$ cat config.mk
export PLATFORM = sky130hd
export DESIGN_NAME = fetch_stage
export DESIGN_NICKNAME = d
export VERILOG_FILES = /design/src/rtl/fetch_stage_pkg.sv /design/src/rtl/fetch_fifo.sv /design/src/rtl/fetch_stage.sv
export SDC_FILE = /design/constraint.sdc
export NUM_CORES = 1
export LEC_CHECK = 0
export CAP_MARGIN = 10
export CORE_ASPECT_RATIO = 0.8
export CORE_MARGIN = 10
export CORE_UTILIZATION = 44
export DETAILED_ROUTE_END_ITERATION = 16
export DONT_BUFFER_PORTS = 1
export HOLD_SLACK_MARGIN = 0.15
export SYNTH_ARGS = -nofsm -noshare
export SYNTH_HDL_FRONTEND = slang
export SYNTH_HIERARCHICAL = 1
export SYNTH_SLANG_ARGS = --single-unit
$ cat constraint.sdc
create_clock -name clock -period 7.7 [get_ports clock]
set_input_delay 1.925 -clock clock [delete_from_list [all_inputs] [get_ports clock]]
set_output_delay 1.925 -clock clock [all_outputs]
set_load 0.02 [all_outputs]
$ cat src/rtl/fetch_stage_pkg.sv
// Shared definitions for the MIPS IF stage: word width, NOP encoding, reset PC
// and the IF/ID record layout.
package fetch_stage_pkg;
    localparam int              WORD             = 32;
    localparam logic [WORD-1:0] NOP_INSTRUCTION  = 32'h0000_0000;
    localparam logic [WORD-1:0] RESET_PC_DEFAULT = 32'h0000_0000;

    typedef struct packed {
        logic [WORD-1:0] pc_plus_four;
        logic [WORD-1:0] instr;
    } ifid_t;

    function automatic logic [WORD-1:0] word_align(input logic [WORD-1:0] a);
        return {a[WORD-1:2], 2'b00};
    endfunction
endpackage

$ cat src/rtl/fetch_fifo.sv
// Small circular FIFO with flush; head is visible combinationally so the
// consumer can use it in the same cycle it pops.
module fetch_fifo #(
    parameter  int DEPTH = 2,
    parameter  int WIDTH = 32,
    localparam int CW    = $clog2(DEPTH + 1)
) (
    input  logic             clk_i,
    input  logic             rst_ni,
    input  logic             push_i,
    input  logic [WIDTH-1:0] data_i,
    input  logic             pop_i,
    input  logic             flush_i,
    output logic [CW-1:0]    count_o,
    output logic [WIDTH-1:0] head_o
);
    localparam int PW = (DEPTH > 1) ? $clog2(DEPTH) : 1;

    logic [WIDTH-1:0] mem_q [DEPTH];
    logic [PW-1:0]    rd_q, wr_q;
    logic [CW-1:0]    cnt_q;

    function automatic logic [PW-1:0] bump(input logic [PW-1:0] p);
        return (p == PW'(DEPTH - 1)) ? '0 : p + PW'(1);
    endfunction

    always_ff @(posedge clk_i) begin
        if (push_i) begin
            mem_q[wr_q] <= data_i;
        end
    end

    always_ff @(posedge clk_i or negedge rst_ni) begin
        if (!rst_ni) begin
            rd_q  <= '0;
            wr_q  <= '0;
            cnt_q <= '0;
        end else if (flush_i) begin
            rd_q  <= '0;
            wr_q  <= '0;
            cnt_q <= '0;
        end else begin
            if (push_i) begin
                wr_q <= bump(wr_q);
            end
            if (pop_i) begin
                rd_q <= bump(rd_q);
            end
            cnt_q <= cnt_q + CW'(push_i) - CW'(pop_i);
        end
    end

    assign count_o = cnt_q;
    assign head_o  = mem_q[rd_q];
endmodule

$ cat src/rtl/fetch_stage.sv
// IF stage: owns the PC, issues credit-limited instruction reads, buffers the
// returned words and feeds the IF/ID register; a taken jump flushes younger fetches.
module fetch_stage
    import fetch_stage_pkg::*;
#(
    parameter logic [WORD-1:0] RESET_PC  = RESET_PC_DEFAULT,
    parameter int              BUF_DEPTH = 2
) (
    input  logic            clock,
    input  logic            reset_n,
    input  logic            stall,
    input  logic            jump,
    input  logic [WORD-1:0] jump_address,
    output logic            imem_req_valid,
    input  logic            imem_req_ready,
    output logic [WORD-1:0] imem_addr,
    input  logic            imem_resp_valid,
    input  logic [WORD-1:0] imem_resp_data,
    output logic [WORD-1:0] instruction,
    output logic [WORD-1:0] pc_plus_four,
    output logic            fetch_valid
);
    localparam int CW = $clog2(BUF_DEPTH + 1);

    logic [WORD-1:0] pc_q, pc_d;
    logic [CW-1:0]   drop_q, drop_d;
    ifid_t           ifid_q, ifid_d;
    logic            valid_q, valid_d;

    logic [CW-1:0]   inflight_cnt, buf_cnt;
    logic [WORD-1:0] inflight_head;
    ifid_t           buf_head, resp_entry;
    logic [CW:0]     occupancy;
    logic            redirect, credit, req_fire, resp_keep;
    logic            buf_empty, bypass, buf_push, buf_pop;

    assign redirect  = jump & ~stall;
    // Credits cover both words in flight and words parked in the buffer, so
    // every accepted response is guaranteed a buffer slot.
    assign occupancy = {1'b0, inflight_cnt} + {1'b0, buf_cnt};
    assign credit    = occupancy < (CW+1)'(BUF_DEPTH);

    assign imem_req_valid = reset_n & credit & ~redirect;
    assign imem_addr      = pc_q;
    assign req_fire       = imem_req_valid & imem_req_ready;

    assign resp_keep  = imem_resp_valid & (drop_q == '0) & ~redirect;
    assign resp_entry = '{pc_plus_four: inflight_head + 32'd4, instr: imem_resp_data};
    assign buf_empty  = (buf_cnt == '0);
    assign bypass     = resp_keep & buf_empty & ~stall;
    assign buf_push   = resp_keep & ~bypass;
    assign buf_pop    = ~stall & ~redirect & ~buf_empty;

    fetch_fifo #(.DEPTH(BUF_DEPTH), .WIDTH(WORD)) u_inflight (
        .clk_i   (clock),
        .rst_ni  (reset_n),
        .push_i  (req_fire),
        .data_i  (pc_q),
        .pop_i   (imem_resp_valid),
        .flush_i (1'b0),
        .count_o (inflight_cnt),
        .head_o  (inflight_head)
    );

    fetch_fifo #(.DEPTH(BUF_DEPTH), .WIDTH($bits(ifid_t))) u_ibuf (
        .clk_i   (clock),
        .rst_ni  (reset_n),
        .push_i  (buf_push),
        .data_i  (resp_entry),
        .pop_i   (buf_pop),
        .flush_i (redirect),
        .count_o (buf_cnt),
        .head_o  (buf_head)
    );

    always_comb begin
        ifid_d  = ifid_q;
        valid_d = valid_q;
        if (redirect) begin
            ifid_d.instr = NOP_INSTRUCTION;
            valid_d      = 1'b0;
        end else if (!stall) begin
            if (!buf_empty) begin
                ifid_d  = buf_head;
                valid_d = 1'b1;
            end else if (bypass) begin
                ifid_d  = resp_entry;
                valid_d = 1'b1;
            end else begin
                ifid_d.instr = NOP_INSTRUCTION;
                valid_d      = 1'b0;
            end
        end
    end

    // Everything still in flight at a redirect is stale, except a response
    // landing this very cycle, which is discarded directly.
    always_comb begin
        drop_d = drop_q;
        if (redirect) begin
            drop_d = inflight_cnt - CW'(imem_resp_valid);
        end else if (imem_resp_valid && drop_q != '0) begin
            drop_d = drop_q - CW'(1);
        end
    end

    always_comb begin
        pc_d = pc_q;
        if (redirect) begin
            pc_d = word_align(jump_address);
        end else if (req_fire) begin
            pc_d = pc_q + 32'd4;
        end
    end

    always_ff @(posedge clock or negedge reset_n) begin
        if (!reset_n) begin
            pc_q    <= RESET_PC;
            drop_q  <= '0;
            ifid_q  <= '0;
            valid_q <= 1'b0;
        end else begin
            pc_q    <= pc_d;
            drop_q  <= drop_d;
            ifid_q  <= ifid_d;
            valid_q <= valid_d;
        end
    end

    assign instruction  = ifid_q.instr;
    assign pc_plus_four = ifid_q.pc_plus_four;
    assign fetch_valid  = valid_q;

    a_resp_has_request: assert property (@(posedge clock) disable iff (!reset_n)
        !(imem_resp_valid && inflight_cnt == '0));
endmodule

==> summary.md <==
| Metric | Value |
|---|---|
| Iteration-0 DRC Markers | 697 |
| Share of synthesized registers carrying an async set or reset | 35.35% |
| Post-Place Setup Slack | 2.535 ns |
| Commonest cells after routing, fill and taps aside | edfxtp_1 (192), dfrtp_1 (103), mux2_4 (79) |
| Ys Warns | 6 |
| Count of different cell masters after synthesis | 62 |
| # resized after CTS | 0 |
| HP Start | u_inflight/wr_q |
| Row cnt | 56 |
| Grt total ovfl | 0 |
| Final worst path period share | 66.70% |
| Levels on crit path | 3 |
| CTS tree | built |
| Outcome | complete, no violations |
| Clk root buf | clkbuf_16 |
| DP HPWL | 18.44 mm |
| Slew margin rel. | 24.67% |
| # DRC | 0 |
| Vias per Instance | 5.526 |
| Clock latency at the later pin of the worst-skew pair | 0.55 ns |
| Mean Syn Cell Area | 14.31 um2 |
| Fin worst setup slack | 2.564 ns |
| Synth Flop Type | edfxtp_1 |
| Final ANT Viol Nets | 0 |
| Critical Path, Cell by Cell | nor2b_4 -> buf_4 -> nor4b_1 |
| Final wirelength | 28.33 mm |
| Critical path class | in2out |
| Peak supply drop | 0.1588 mV |
| Initial antenna violation count | 0 |
| Commonest non-fill, non-tap cell in the layout | edfxtp_1 |
| Critical path buffers and inverters | 1 |
| EDFF count, synth | 192 |
| R2r setup slk | 3.97 ns |
| H-tree depth | 1 |
| Fin crit period | 5.136 ns |
| Worst-path maximum fanout | 68 |
| Reg clk slew, reported paths | 0.06 ns |
| Largest net degree at the start of global routing | 109 |
| Min-Delay Path Depth | 2 |
| Number of I/O pins | 168 |
| Max-cap violation count | 0 |
| Critical path endpoint category | output port |
| Hold worst-path end | u_inflight/wr_q |
| Post-CTS Hold Buffers | 0 |
| Cells after Synth | 913 |
| Die width | 212.7 um |
| Fmax | 194.7 MHz |
| Vias in the first global route | 7224 |
| Leakage | 5.614 nW |
| Gp weighted congestion | 0.7995 |
| Hold Path Class | reg2reg |
| Worst reg2reg path depth | 8 |
| CTS max path bufs | 3 |
| Starting Density | 44.61% |
| First-pass GRT wire length | 44.06 mm |
| Via Count | 7300 |
| CP required | 5.78 ns |
| Slowest stage delay, CP | 0.87 ns |
| Mapped cell area | 13070 um2 |
| IO Port Bufs | 0 |
| Worst EP arrival | 3.21 ns |
| Pwr Total | 4.999 mW |
| CP startpoint kind | primary input |
| Family with the most delay on the worst path | simple AND/OR/NAND/NOR gates |
| Pwr per Cell Area | 346.6 nW/um2 |
| Worst path slowest cell | nor4b_1 |
| Unrepaired setup endpoints after global routing | no |
| Avg WL per Cell | 21.44 um |
| Synth area leaders | edfxtp_1 (44%), dfrtp_1 (20%), mux2_4 (9.1%), a222oi_1 (2.5%), nand2_1 (2.2%) |
| Layout cells sized above 1 | 20.23% |
| Fin. max-slew vios | 0 |
| Seq cells post-synth | 297 |
| Register area share after synthesis | 64.23% |
| R2r startpoint | u_ibuf/count_o[1] |
| Clock sinks | 297 |
| Area Growth Syn to Fin | 10.38% |
| 1st-pass router iterations | 8 |
| Critical R2R Capture | u_ibuf/mem_q[1][2] |
| Die Footprint | 37030 um2 |
| Inserted Clock Buffers | 31 |
| Antenna Cells | 0 |
| Core ar. | 29290 um2 |
| Final Util | 49.24% |
| Yosys top cell area share | 44.13% |
| Nets | 998 |
| Fin Setup TNS | 0 ns |
| Gr usage total | 14.97% |
| Synth area leader | edfxtp_1 |
| Least-Margin Pin Slew | 1.130 ns |
| Final hold vios | 0 |
| Fill count | 2523 |
| Post-CTS setup buffers | 0 |
| Max Clock Skew | 0.01101 ns |
| Final Setup Violations | 0 |
| Die height | 174.1 um |
==> metal layers <==
layer,global-route usage [%],vias to the layer above,share of wire (%)
met5,0,-,0
met4,3.059,0,1.8
met3,3.865,33,7.4
met2,21.66,208,44
met1,22.10,3626,47
li1,-,3433,-
==> through the flow <==
step	hold slack (ns)	area, um2	std cells
final	0.5750	14420	1321
after CTS	0.5816	14420	1321
after floorplan	0.5157	13100	922
after detailed placement	0.5650	13400	1263
after global placement	0.5395	13400	1263
after global routing	0.5924	14420	1321
==> power by group <==
group	internal [mW]	leakage (nW)	switching, mW
combinational	0.491	2.05	0.512
sequential	2.02	3.07	0.493
clock	0.881	0.497	0.598
total	3.40	5.61	1.60
==> cells in the mapped netlist (all sizes together) (3+ instances only) <==
cell type    n
a31oi        5
inv         44
mux2i        6
nand4       25
a222oi      32
nand2b       4
and4         5
nand3       23
a21oi        3
nor2        27
clkbuf      32
ha           8
dfrtp      105
nand2       75
xnor2       21
and2         5
a221o        8
edfxtp     192
nor2b        5
nor4        10
or2         11
o31ai        3
or3          5
nor3        14
o31a         5
mux2        99
and3        17
xor2        31
buf         17
o21ai       57
==> worst max path at each step <==
stage / start / endpoint / slack [ns]
4_1_cts: jump / imem_req_valid / 2.54
2_1_floorplan: stall / u_ibuf/mem_q[0][0] / 1.22
3_3_place_gp: jump / imem_req_valid / 2.54
3_5_place_dp: jump / imem_req_valid / 2.54
6_report: jump / imem_req_valid / 2.56
5_1_grt: jump / imem_req_valid / 2.49
==> area by class of cell <==
class                   instances  area (um2)  share of cell area, %
flip-flops and latches        297        8398                  58.23
multi-input cells             532        4269                  29.60
repair buffers                 13       97.59                 0.6767
well taps                     377       471.7                  3.271
inverters                      44       165.2                  1.145
clock buffers                  48       912.1                  6.324
clock inverters                10       108.9                 0.7547
==> registers in the layout (all words and copies together), names as in the netlist <==
register            count
u_inflight/wr_q         1
u_ibuf/mem_q          128
u_ibuf/count_o          2
drop_q                  2
u_ibuf/wr_q             1
u_inflight/count_o      2
u_inflight/mem_q       64
u_ibuf/rd_q             1
instruction            32
pc_plus_four           32
u_inflight/rd_q         1
imem_addr              30
fetch_valid             1
==> worst register-to-register path: stages (launching register included) <==
cell	delay, ns
dfrtp_1	0.44
nor2_2	0.10
buf_4	0.31
a211o_1	0.19
buf_4	0.40
nor2_4	0.05
nor3_1	0.39
and2_2	0.97
buf_4	0.52
==> kinds of logic after synthesis <==
group,after synthesis,synth area share (%)
buf+inv,93,3.648
fa+ha+maj,9,0.9193
simple gates,233,9.432
other cells,1,0.02870
mux,105,11.26
compound gates,121,6.646
flops,297,64.23
xor+xnor,54,3.830
(Power assumes the default switching activity.)
